===== config.mk =====
export PLATFORM = sky130hd
export DESIGN_NAME = pipe_ctrl
export DESIGN_NICKNAME = d
export VERILOG_FILES = /design/src/rtl/pipe_ctrl.sv
export SDC_FILE = /design/constraint.sdc
export NUM_CORES = 1
export LEC_CHECK = 0
export CAP_MARGIN = 10
export CORE_MARGIN = 2
export CORE_UTILIZATION = 40
export CTS_CLUSTER_SIZE = 30
export DETAILED_ROUTE_END_ITERATION = 7
export GPL_TIMING_DRIVEN = 0
export PLACE_DENSITY = 0.81
export REMOVE_ABC_BUFFERS = 1
export SLEW_MARGIN = 20
export SYNTH_ARGS = -nofsm -noshare
export SYNTH_HDL_FRONTEND = slang
export SYNTH_SLANG_ARGS = --single-unit

===== constraint.sdc =====
create_clock -name clk_i -period 5.35 [get_ports clk_i]
set_input_delay 0.535 -clock clk_i [delete_from_list [all_inputs] [get_ports clk_i]]
set_output_delay 0.535 -clock clk_i [all_outputs]
set_load 0.02 [all_outputs]

===== src/rtl/pipe_ctrl.sv =====
// Pipeline control for the 5-stage Y86-64 core: stall/bubble generation, run-state
// sequencing (IDLE/RUN/MEMWAIT/HALT), CC-write gating and cycle/retired-instruction counters.
module pipe_ctrl #(
  parameter int CNT_W       = 32,
  parameter int MEM_TIMEOUT = 16
) (
  input  logic             clk_i,
  input  logic             rst_i,
  input  logic             start_i,
  input  logic [3:0]       D_icode_i,
  input  logic [3:0]       d_srcA_i,
  input  logic [3:0]       d_srcB_i,
  input  logic [3:0]       E_icode_i,
  input  logic [3:0]       E_dstM_i,
  input  logic             e_cnd_i,
  input  logic [3:0]       M_icode_i,
  input  logic [2:0]       m_stat_i,
  input  logic [3:0]       W_icode_i,
  input  logic [2:0]       W_stat_i,
  input  logic             dmem_ready_i,
  output logic             F_stall_o,
  output logic             D_stall_o,
  output logic             E_stall_o,
  output logic             M_stall_o,
  output logic             W_stall_o,
  output logic             D_bubble_o,
  output logic             E_bubble_o,
  output logic             M_bubble_o,
  output logic             set_cc_o,
  output logic [1:0]       state_o,
  output logic [2:0]       halt_stat_o,
  output logic [CNT_W-1:0] cycle_cnt_o,
  output logic [CNT_W-1:0] instr_cnt_o
);

  localparam logic [1:0] IDLE    = 2'd0;
  localparam logic [1:0] RUN     = 2'd1;
  localparam logic [1:0] MEMWAIT = 2'd2;
  localparam logic [1:0] HALT    = 2'd3;

  localparam logic [3:0] I_NOP    = 4'h1;
  localparam logic [3:0] I_RMMOVQ = 4'h4;
  localparam logic [3:0] I_MRMOVQ = 4'h5;
  localparam logic [3:0] I_OPQ    = 4'h6;
  localparam logic [3:0] I_JXX    = 4'h7;
  localparam logic [3:0] I_CALL   = 4'h8;
  localparam logic [3:0] I_RET    = 4'h9;
  localparam logic [3:0] I_PUSHQ  = 4'hA;
  localparam logic [3:0] I_POPQ   = 4'hB;
  localparam logic [3:0] R_NONE   = 4'hF;

  localparam logic [2:0] S_AOK = 3'd1;
  localparam logic [2:0] S_HLT = 3'd2;
  localparam logic [2:0] S_ADR = 3'd3;
  localparam logic [2:0] S_INS = 3'd4;

  localparam int WAIT_W = (MEM_TIMEOUT > 1) ? $clog2(MEM_TIMEOUT) : 1;
  localparam logic [WAIT_W-1:0] WAIT_LAST = WAIT_W'(MEM_TIMEOUT - 1);

  function automatic logic isExc(input logic [2:0] s);
    return (s == S_HLT) || (s == S_ADR) || (s == S_INS);
  endfunction

  logic [1:0]        state, nextState;
  logic [2:0]        haltStat, nextHaltStat;
  logic [WAIT_W-1:0] waitCnt, nextWaitCnt;
  logic [CNT_W-1:0]  cycleCnt, instrCnt;

  logic loadUse, retHazard, mispredict, memOp, mExc, wExc;

  always_comb begin
    loadUse    = ((E_icode_i == I_MRMOVQ) || (E_icode_i == I_POPQ)) && (E_dstM_i != R_NONE) &&
                 ((E_dstM_i == d_srcA_i) || (E_dstM_i == d_srcB_i));
    retHazard  = (D_icode_i == I_RET) || (E_icode_i == I_RET) || (M_icode_i == I_RET);
    mispredict = (E_icode_i == I_JXX) && !e_cnd_i;
    memOp      = (M_icode_i == I_RMMOVQ) || (M_icode_i == I_MRMOVQ) || (M_icode_i == I_CALL) ||
                 (M_icode_i == I_RET) || (M_icode_i == I_PUSHQ) || (M_icode_i == I_POPQ);
    mExc       = isExc(m_stat_i);
    wExc       = isExc(W_stat_i);
  end

  // Per-state output decode; within RUN a stalled stage never also takes a bubble.
  always_comb begin
    F_stall_o  = 1'b0;
    D_stall_o  = 1'b0;
    E_stall_o  = 1'b0;
    M_stall_o  = 1'b0;
    W_stall_o  = 1'b0;
    D_bubble_o = 1'b0;
    E_bubble_o = 1'b0;
    M_bubble_o = 1'b0;
    set_cc_o   = 1'b0;
    case (state)
      IDLE: begin
        F_stall_o  = 1'b1;
        W_stall_o  = 1'b1;
        D_bubble_o = 1'b1;
        E_bubble_o = 1'b1;
        M_bubble_o = 1'b1;
      end
      RUN: begin
        F_stall_o  = loadUse | retHazard;
        D_stall_o  = loadUse;
        W_stall_o  = wExc;
        D_bubble_o = (mispredict | (!loadUse & retHazard)) & !loadUse;
        E_bubble_o = mispredict | loadUse;
        M_bubble_o = mExc | wExc;
        set_cc_o   = (E_icode_i == I_OPQ) & !mExc & !wExc;
      end
      default: begin
        F_stall_o = 1'b1;
        D_stall_o = 1'b1;
        E_stall_o = 1'b1;
        M_stall_o = 1'b1;
        W_stall_o = 1'b1;
      end
    endcase
  end

  // dmem_ready_i is a completion strobe: a memory-stage access finishes in the cycle it is high.
  always_comb begin
    nextState    = state;
    nextHaltStat = haltStat;
    nextWaitCnt  = waitCnt;
    case (state)
      IDLE: begin
        if (start_i) nextState = RUN;
      end
      RUN: begin
        if (wExc) begin
          nextState    = HALT;
          nextHaltStat = W_stat_i;
        end else if (memOp && !dmem_ready_i) begin
          nextState   = MEMWAIT;
          nextWaitCnt = '0;
        end
      end
      MEMWAIT: begin
        if (dmem_ready_i) begin
          nextState = RUN;
        end else if (waitCnt == WAIT_LAST) begin
          nextState    = HALT;
          nextHaltStat = S_ADR;
        end else begin
          nextWaitCnt = waitCnt + 1'b1;
        end
      end
      default: ;
    endcase
  end

  always_ff @(posedge clk_i) begin
    if (rst_i) begin
      state    <= IDLE;
      haltStat <= 3'd0;
      waitCnt  <= '0;
      cycleCnt <= '0;
      instrCnt <= '0;
    end else begin
      state    <= nextState;
      haltStat <= nextHaltStat;
      waitCnt  <= nextWaitCnt;
      if (state == RUN || state == MEMWAIT) cycleCnt <= cycleCnt + 1'b1;
      if (state == RUN && !W_stall_o && W_icode_i != I_NOP && W_stat_i == S_AOK)
        instrCnt <= instrCnt + 1'b1;
    end
  end

  assign state_o     = state;
  assign halt_stat_o = haltStat;
  assign cycle_cnt_o = cycleCnt;
  assign instr_cnt_o = instrCnt;

endmodule


=== Yosys cells after proc, flatten, opt, wreduce, memory -nomap -nowiden ===
Cells that the tools add are included.

* Logic and storage cells: 108
* Register bits: 73
* Bits of input ports: 39
* Output and inout port bits: 78

* Bitwise logic cells: 8
* Equal/unequal tests: 35
* $add $sub $neg: 3
* Reduce and logical (&&, ||, !) cells: 34
* Mux-type cells: 23

{| class="wikitable"
|+ Operators with widths
! cell !! number
|-
| $add A32 B1 Y32 const B || 2
|-
| $eq A4 B4 Y1 const B || 8
|-
| $eq A4 B3 Y1 const B || 5
|-
| $mux W4 || 4
|-
| $logic_or A1 B1 Y1 || 14
|-
| $ne A2 B2 Y1 const B || 7
|-
| $eq A3 B2 Y1 const B || 4
|-
| $mux W2 || 5
|-
| $mux W3 || 3
|-
| $eq A4 B4 Y1 || 2
|-
| $pmux W1 S2 || 4
|-
| $pmux W4 S2 || 1
|-
| $reduce_and A4 Y1 || 2
|-
| $logic_and A1 B1 Y1 || 7
|-
| $eq A3 B3 Y1 const B || 2
|-
| $logic_not A1 Y1 || 6
|-
| $ne A3 B3 Y1 const B || 2
|-
| $pmux W2 S3 || 1
|-
| $pmux W3 S2 || 1
|-
| $reduce_and A5 Y1 || 1
|-
| $add A4 B1 Y4 const B || 1
|-
| $and A1 B1 Y1 || 4
|-
| $mux W1 || 4
|-
| $ne A4 B1 Y1 const B || 1
|-
| other kinds (9) || 12
|}

=== Depth between registers and ports, before layout ===
Gate-level depths: netlist of run 1.

* Depth in word-level cells: 10
* Mapped depth: 9
* Gate-level depth less buffers: 6

=== Worst setup path before layout of run 1 ===
OpenSTA, ideal clock, no wires.

* Kind: register -> register
* From: register state[0], in the netlist state_o[0]
* To: register cycleCnt[20], in the netlist cycle_cnt_o[20]
* Data required time: 5.218 ns
* Period minus slack after synthesis: 2.275 ns
* Cell stages (with the launch flop): 10
* Path slack: 3.075 ns
* Path buffers: 3
* Library setup time: 0.132 ns
* Data arrival time: 2.143 ns
* Cell sequence: dfxtp_1 -> inv_1 -> ha_1 -> buf_4 -> nand4_4 -> or4_4 -> buf_6 -> clkbuf_1 -> o31ai_1 -> a21oi_1

* Cells in the longest elaborated chain, start to end: 2
* Elaborated cells between the ends (all ways): 3
* Classes of those cells: eq/ne: 2; reduce/logical: 1

{| class="wikitable"
|+ RTL lines
! element !! line !! RTL
|-
| start, declared || 64 || <nowiki>logic [1:0] state, nextState;</nowiki>
|-
| start signal, assigned || 160 || <nowiki>state <= nextState;</nowiki>
|-
| $eq A2 B1 Y1 or $eq A2 B2 Y1 (tied branches) || 163 || <nowiki>if (state == RUN || state == MEMWAIT) cycleCnt <= cycleCnt + 1'b1;</nowiki>
|-
| $logic_or A1 B1 Y1 (*) || 163 ||
|-
| end signal, assigned || 163 ||
|-
| end, declared || 67 || <nowiki>logic [CNT_W-1:0] cycleCnt, instrCnt;</nowiki>
|}

Mark *: on every way between the ends. The rest lies on a longest branch, timed or not.
A chain may end at the register's enable or synchronous reset.

=== Worst setup path in the final report of run 1 ===
* From: input E_dstM_i[3]
* To: output D_stall_o

* Cells in the longest elaborated chain, start to end: 4
* Elaborated cells between the ends (all ways): 7
* Classes of those cells: eq/ne: 3; mux: 1; reduce/logical: 3

{| class="wikitable"
|+ RTL lines
! element !! line !! RTL
|-
| start, declared || 14 || <nowiki>input logic [3:0] E_dstM_i,</nowiki>
|-
| $ne A4 B4 Y1 or $eq A4 B4 Y1 (tied branches) || 72, 73 ||
|-
| $logic_and A1 B1 Y1 or $logic_or A1 B1 Y1 (tied branches) || 72, 73 ||
|-
| $logic_and A1 B1 Y1 (*) || 72 || <nowiki>loadUse = ((E_icode_i == I_MRMOVQ) || (E_icode_i == I_POPQ)) && (E_dstM_i != R_NONE) &&</nowiki>
|-
| $pmux W1 S2 (*) || 93 || <nowiki>case (state)</nowiki>
|-
| end, declared || 22 || <nowiki>output logic D_stall_o,</nowiki>
|}

Marked as above.

==> results of run 1 <==
-- where the power goes --
group	leakage [nW]	switching (mW)	internal, mW
clock network	0.119	0.210	0.324
logic	1.14	0.224	0.204
registers	0.589	0.0213	0.562
-- registers in the layout, summed over array words and instances, names as in the netlist --
| signal | count |
|---|---|
| state_o | 2 |
| instr_cnt_o | 32 |
| waitCnt | 4 |
| cycle_cnt_o | 32 |
| halt_stat_o | 3 |
-- final timing paths --
| path | start | end | slack, ns |
|---|---|---|---|
| hold / removal | waitCnt[1] | waitCnt[1] | 0.49 |
| setup reg to reg | state_o[0] | cycle_cnt_o[25] | 2.50 |
| hold reg to reg | waitCnt[1] | waitCnt[1] | 0.49 |
| setup / recovery | E_dstM_i[3] | D_stall_o | 2.17 |
-- per-stage QoR --
stage / power [mW] / area (µm²) / cells / util, %
2_1_floorplan: 0.832 / 3870 / 450 / -
3_3_place_gp: 1.01 / 5200 / 699 / 53.5
3_5_place_dp: 1.03 / 5230 / 700 / 53.7
4_1_cts: 1.56 / 5480 / 716 / 56.3
5_1_grt: 1.62 / 5480 / 716 / 56.3
6_report: 1.55 / 5480 / 716 / 56.3
-- synthesized netlist by cell type (7+ instances only) --
master and n:
a21oi_1 34, and3_1 7, and4_1 10, clkbuf_1 15
dfxtp_1 73, ha_1 7, inv_1 21, mux2_2 13
mux2i_1 7, nand2_1 29, nand3_1 28, nand4_1 12
nor2_1 34, nor2b_1 14, nor4_1 11, o21ai_0 21
o31ai_1 12, or3_1 17, or4_1 12, xor2_1 19
-- final cells by class --
type	instances	share of cell area, %
multi-input combinational	356	42.6
clock inverter	6	2.08
clock buffer	10	2.51
sequential	73	26.7
inverter	21	1.44
tap	133	3.04
timing repair buffer	117	21.6
-- kinds of logic (layout without fill, tap and decap cells) --
group           Yosys count  after routing  synth area share, %
flops                    73             73                 36.6
mux                      20             20                 5.41
fa+ha+maj                 7              7                 2.19
compound gates           99             99                 15.7
buf+inv                  48            154                 5.04
simple gates            207            207                 30.0
xor+xnor                 23             23                 5.04
-- worst max-delay path, cell delays in order --
cell and delay [ns]:
clkdlybuf4s50_1 0.47, xor2_1 0.19, nor4_1 0.33, o2111ai_1 0.25, mux2i_1 0.24, clkdlybuf4s50_1 0.64
-- routing by layer --
layer,global-route usage [%],share of wire (%),wire length [µm],up-vias
met5,0,0,0,-
met4,7.05,1.6,167,0
met3,3.45,4.2,431,17
met2,34.4,50,5060,109
met1,22.2,44,4530,1882
li1,-,-,-,1959
==> flow_summary.toml, run 1 <==
[synthesis]
netlist_instances = 477
yosysWarnings = 0
synthesis.area_um2 = 4000
synth_top_area_cell = "dfxtp_1"
yosysSeqAreaShare_pct = 36.6
netlist.area_leader.share_pct = 36.6
synthArstFlopShare_pct = 0
postSynthRegisterBits = 73
ys.flop_type = "dfxtp_1"
synth-edff-count = 0
synth_area_leaders = "dfxtp_1, a21oi_1, xor2_1"
synth.distinct_cells = 55
syn_avg_cell_area_um2 = 8.38

[final_layout]
diodes = 0
final_cell_mix = "clkdlybuf4s50_1, dfxtp_1, nor2_1, a21oi_1, nand2_1"
nFillCells = 875
multi_input_area_um2 = 2330
final_common_cell = "clkdlybuf4s50_1"
area_delta_synth_final_pct = 37.1
regArea_um2 = 1460
final_nets = 624
drive_gt1_share_pct = 7.72

[global_routing]
grt_use_total_pct = 19.0
grt.overflow.total = 0
antenna_found_initial = 0
grt_pass1_wl_mm = 17.6
first_global_vias = 3840
grt_max_degree = 63

[routing]
vias_per_cell = 5.54
drt-total-wl_mm = 10.2
route.vias.total = 3967
wl_per_cell_um = 14.2
dr.first_iter.drc_count = 182
drcViolationCount = 0
drt-pass1-iter-count = 4
ant_nets = 0

[placement]
dp_hpwl_mm = 7.36
place_congestion = 0.812
pre_cts_slack_ns = 2.14
io_buffers = 116

[floorplanning]
initial_core_util_pct = 41.1
core_area_um2 = 9730
pin_count = 117
die_w_um = 104
die_h_um = 104
die_area_um2 = 10800
rows = 36

[critical_path]
worst_setup_path_end_kind = "output pin"
crit_fanout = 4
r2r_cells = 6
cp-start-kind = "primary input"
arrival_ns = 2.65
critPathKind = "in2out"
cp.required_ns = 4.82

[sta]
finalMaxSlewViolations = 0
layout_min_cycle_time_ns = 3.18
rsz0062_at_grt = "no"
worst_slack_ns = 2.17
max_freq_mhz = 314
setup_viol_count_final = 0
tightest_slew_ns = 0.770
hold-worst-slack_ns = 0.494
clock_skew_ns = 0.00796
setup_tns_ns = 0
slew_headroom_pct = 48.5
hold_violations = 0
fin_crit_sh_pct = 59.5

[clocking]
clockRootBuffer = "clkbuf_8"
post_cts_buffers = 0
cts_sinks = 73
cts_max_path_buffers = 2
h-tree-depth = 3
postCtsHoldBufs = 0
clk_pin_slew_ns = 0.08
insertion_delay_ns = 0.34
cts_made_buffers = 9
cts.repair.resized = 0
cts_tree = "built"

[min_path]
min_path_type = "reg2reg"
hold_path_depth = 2

[power]
ir_drop_mv = 0.140
power.density_nw_per_um2 = 282
leakage_nw = 1.84

[job]
maxCapViolations = 0

[outcome]
status = "completed"
Note: power is estimated with default switching activity, not from simulation.
==> run 2, diff against run 1 <==
==> constraint.sdc (replaced) <==
create_clock -name clk_i -period 3 [get_ports clk_i]
set_input_delay 0.3 -clock clk_i [delete_from_list [all_inputs] [get_ports clk_i]]
set_output_delay 0.3 -clock clk_i [all_outputs]
set_load 0.02 [all_outputs]
==> flow_summary.toml, run 2 (same netlist as run 1, synthesis figures left out) <==
[power]
internal_power_mw = 1.94
swShare_pct = 29.6
seqPwrFrac_pct = 37.7
power.density_nw_per_um2 = 504
leakage_nw = 1.84
ir_drop_mv = 0.252
power_switching_mw = 0.818
p_clk_share_pct = 34.7
pwr-share-comb_pct = 27.6

[final_layout]
design_area_um2 = 5490
final_common_cell = "clkdlybuf4s50_1"
area_delta_synth_final_pct = 37.2
drive_gt1_share_pct = 7.71
final_cell_mix = "clkdlybuf4s50_1, dfxtp_1, nor2_1, a21oi_1, nand2_1"
nFillCells = 875
diodes = 0
multi_input_area_um2 = 2340
regArea_um2 = 1460
final_nets = 625

[routing]
route.vias.total = 3998
vias_per_cell = 5.58
dr.first_iter.drc_count = 178
ant_nets = 0
drcViolationCount = 0
wl_per_cell_um = 14.6
drt-total-wl_mm = 10.5
drt-pass1-iter-count = 4

[clocking]
insertion_delay_ns = 0.34
postCtsHoldBufs = 0
cts_tree = "built"
clk_pin_slew_ns = 0.09
cts_made_buffers = 9
cts_max_path_buffers = 2
post_cts_buffers = 0
clockRootBuffer = "clkbuf_8"
cts_sinks = 73
h-tree-depth = 3
cts.repair.resized = 0

[sta]
layout_min_cycle_time_ns = 2.75
clock_skew_ns = 0.00947
setup_tns_ns = 0
setup_viol_count_final = 0
fin_crit_sh_pct = 91.8
hold_violations = 0
finalMaxSlewViolations = 0
tightest_slew_ns = 0.590
max_freq_mhz = 363
rsz0062_at_grt = "no"
slew_headroom_pct = 60.5

[floorplanning]
die_h_um = 104
die_area_um2 = 10800
rows = 36
core_area_um2 = 9730
initial_core_util_pct = 41.1
pin_count = 117
die_w_um = 104

[placement]
place_area_um2 = 5230
dp_hpwl_mm = 7.36
io_buffers = 116
place_congestion = 0.812

[outcome]
status = "completed"

[global_routing]
grt_max_degree = 63
grt_use_total_pct = 19.0
first_global_vias = 3840
grt.overflow.total = 0
antenna_found_initial = 0
grt_pass1_wl_mm = 17.6

[job]
maxCapViolations = 0

[critical_path]
cp-start-kind = "flop"
critPathKind = "reg2reg"
worst_setup_path_end_kind = "flop"
arrival_ns = 2.98
crit_fanout = 26
cp.required_ns = 3.23

[min_path]
min_path_type = "in2reg"
[run 2: cell types whose count changed in the layout (fill, tap and decap cells not counted)]
cell / delta
nand4_1: +1
[run 2: worst max-delay path: stages, from the launching register on]
cell and delay [ns]:
dfxtp_1 0.41, ha_1 0.51, and4bb_2 0.44, nand3_2 0.43, nor4b_1 0.47, mux2_2 0.37
[run 2: layer usage]
layer	up-vias	share of wire, %	global-route usage, %	wire length [µm]
met1	1896	45	22.2	4680
met5	-	0	0	0
met4	0	1.6	7.05	164
met3	16	4.5	3.45	473
li1	1967	-	-	-
met2	119	49	34.4	5150
[run 2: path summary, 6_finish.rpt]
check | from | end | slack, ns | depth (start not counted)
max | state_o[0] | instr_cnt_o[27] | 0.25 | 5
min | rst_i | cycle_cnt_o[10] | 0.31 | 2
min reg2reg | waitCnt[1] | waitCnt[1] | 0.49 | 2
max reg2reg | state_o[0] | instr_cnt_o[27] | 0.25 | 5
[run 2: final cells by class]
type                       count  area share (%)
tap                          133            3.03
clock inverter                 6            2.08
sequential                    73            26.6
timing repair buffer         117            21.6
multi-input combinational    357            42.7
clock buffer                  10            2.51
inverter                      21            1.44
[run 2: power groups by stage]
stage | logic [mW] | clock network, mW | registers, mW
after floorplan | 0.386 | 0 | 1.10
after global placement | 0.747 | 0 | 1.06
after detailed placement | 0.768 | 0 | 1.06
after CTS | 0.769 | 0.981 | 1.04
after global routing | 0.825 | 1.02 | 1.05
final | 0.764 | 0.959 | 1.04
[run 2: through the flow]
| step | setup slack [ns] | std cells | utilization (%) | total power, mW | hold WS [ns] |
|---|---|---|---|---|---|
| floorplan | 0.499 | 450 | - | 1.48 | 0.369 |
| global placement | -1.28 | 699 | 53.5 | 1.81 | 0.462 |
| detailed placement | 0.168 | 700 | 53.7 | 1.83 | 0.480 |
| CTS | 0.136 | 716 | 56.3 | 2.79 | 0.291 |
| global route | 0.0367 | 717 | 56.4 | 2.89 | 0.299 |
| finish | 0.245 | 717 | 56.4 | 2.76 | 0.306 |
==> run 3, diff against run 2 <==
--- a/config.mk
+++ b/config.mk
@@ -5,9 +5,12 @@
 export SDC_FILE = /design/constraint.sdc
 export NUM_CORES = 1
 export LEC_CHECK = 0
+export ABC_AREA = 0
 export CAP_MARGIN = 10
+export CORE_ASPECT_RATIO = 0.6
 export CORE_MARGIN = 2
 export CORE_UTILIZATION = 40
+export CTS_CLUSTER_DIAMETER = 50
 export CTS_CLUSTER_SIZE = 30
 export DETAILED_ROUTE_END_ITERATION = 7
 export GPL_TIMING_DRIVEN = 0
==> flow_summary.toml, run 3 (same netlist as run 1, synthesis figures left out) <==
[power]
seqPwrFrac_pct = 35.7
leakage_nw = 1.88
ir_drop_mv = 0.245
swShare_pct = 28.9
p_clk_share_pct = 37.8
power.density_nw_per_um2 = 528
power.total_mw = 2.93
power_switching_mw = 0.846
internal_power_mw = 2.08
pwr-share-comb_pct = 26.5

[global_routing]
grt.overflow.total = 0
grt_use_total_pct = 20.6
antenna_found_initial = 0
first_global_vias = 3745
grt_pass1_wl_mm = 17.8
grt_max_degree = 82

[critical_path]
arrival_ns = 2.89
crit_fanout = 26
critPathKind = "reg2reg"
cp-start-kind = "flop"
cp.required_ns = 3.22
worst_setup_path_end_kind = "flop"

[clocking]
post_cts_buffers = 0
insertion_delay_ns = 0.34
cts_max_path_buffers = 2
h-tree-depth = 3
cts_made_buffers = 9
cts_sinks = 73
clk_pin_slew_ns = 0.05
clockRootBuffer = "clkbuf_16"
cts.repair.resized = 0
postCtsHoldBufs = 0
cts_tree = "built"

[routing]
routed-wl-met3_um = 728
drcViolationCount = 0
drt-total-wl_mm = 11.1
drt-pass1-iter-count = 5
dr.first_iter.drc_count = 239
vias_per_cell = 5.63
ant_nets = 0
route.vias.total = 4047
wl_met1_mm = 5.11
wl_per_cell_um = 15.4
top_layer = "met4"
routed-wl-met2_mm = 5.13

[placement]
place_area_um2 = 5230
place_congestion = 0.848
dp_hpwl_mm = 7.74
io_buffers = 116

[final_layout]
diodes = 0
final_nets = 625
final_common_cell = "clkdlybuf4s50_1"
drive_gt1_share_pct = 7.53
design_area_um2 = 5550
final_cell_mix = "clkdlybuf4s50_1, dfxtp_1, nor2_1, a21oi_1, nand2_1"
area_delta_synth_final_pct = 38.8

[floorplanning]
die_area_um2 = 10800
die_h_um = 81.4
die_w_um = 133
pin_count = 117
core_area_um2 = 9770
initial_core_util_pct = 40.9
rows = 28

[job]
maxCapViolations = 0

[sta]
setup_tns_ns = 0
finalMaxSlewViolations = 0
setup_viol_count_final = 0
hold_violations = 0
clock_skew_ns = 0.00631
rsz0062_at_grt = "no"
layout_min_cycle_time_ns = 2.66
fin_crit_sh_pct = 88.8
tightest_slew_ns = 0.550
max_freq_mhz = 375
slew_headroom_pct = 63.2

[outcome]
status = "completed"

[min_path]
min_path_type = "in2reg"
run 3: through the flow:
step	hold slack, ns	std cells	utilization [%]	setup slack, ns
CTS	0.368	718	56.7	0.150
global placement	0.459	701	53.3	-1.21
global route	0.388	719	56.8	0.118
floorplan	0.369	450	-	0.499
detailed placement	0.489	702	53.5	0.162
finish	0.370	719	56.8	0.336
run 3: worst paths after layout:
check | start | end | slack, ns | depth (start not counted)
setup / recovery | state_o[0] | instr_cnt_o[29] | 0.34 | 5
hold / removal | rst_i | instr_cnt_o[29] | 0.37 | 3
setup reg to reg | state_o[0] | instr_cnt_o[29] | 0.34 | 5
hold reg to reg | waitCnt[1] | waitCnt[1] | 0.50 | 2
run 3: power groups by stage:
stage                     Combinational [mW]  Clock (mW)  Sequential [mW]
after floorplan                        0.386           0             1.10
after global placement                 0.749           0             1.06
after detailed placement               0.765           0             1.07
after CTS                              0.769        1.13             1.05
after global routing                   0.825        1.17             1.05
final                                  0.775        1.11             1.05
run 3: worst max-delay path, cell delays in order, from the launching register on:
cell	delay [ns]
dfxtp_1	0.41
ha_2	0.41
and4bb_2	0.41
nand3_2	0.43
nor4_1	0.51
mux2_2	0.38
run 3: layout make-up:
class | count | area, µm²
clock buffer | 14 | 274
clock inverter | 2 | 35.0
fill | 831 | 4230
inverter | 21 | 78.8
multi-input combinational | 357 | 2340
sequential | 73 | 1460
tap | 135 | 169
timing repair buffer | 117 | 1190
run 3: layer usage:
layer | GRT usage, % | vias to the layer above
li1 | - | 1974
met1 | 26.4 | 1920
met2 | 33.7 | 136
met3 | 6.98 | 17
met4 | 5.16 | 0
met5 | 0 | -
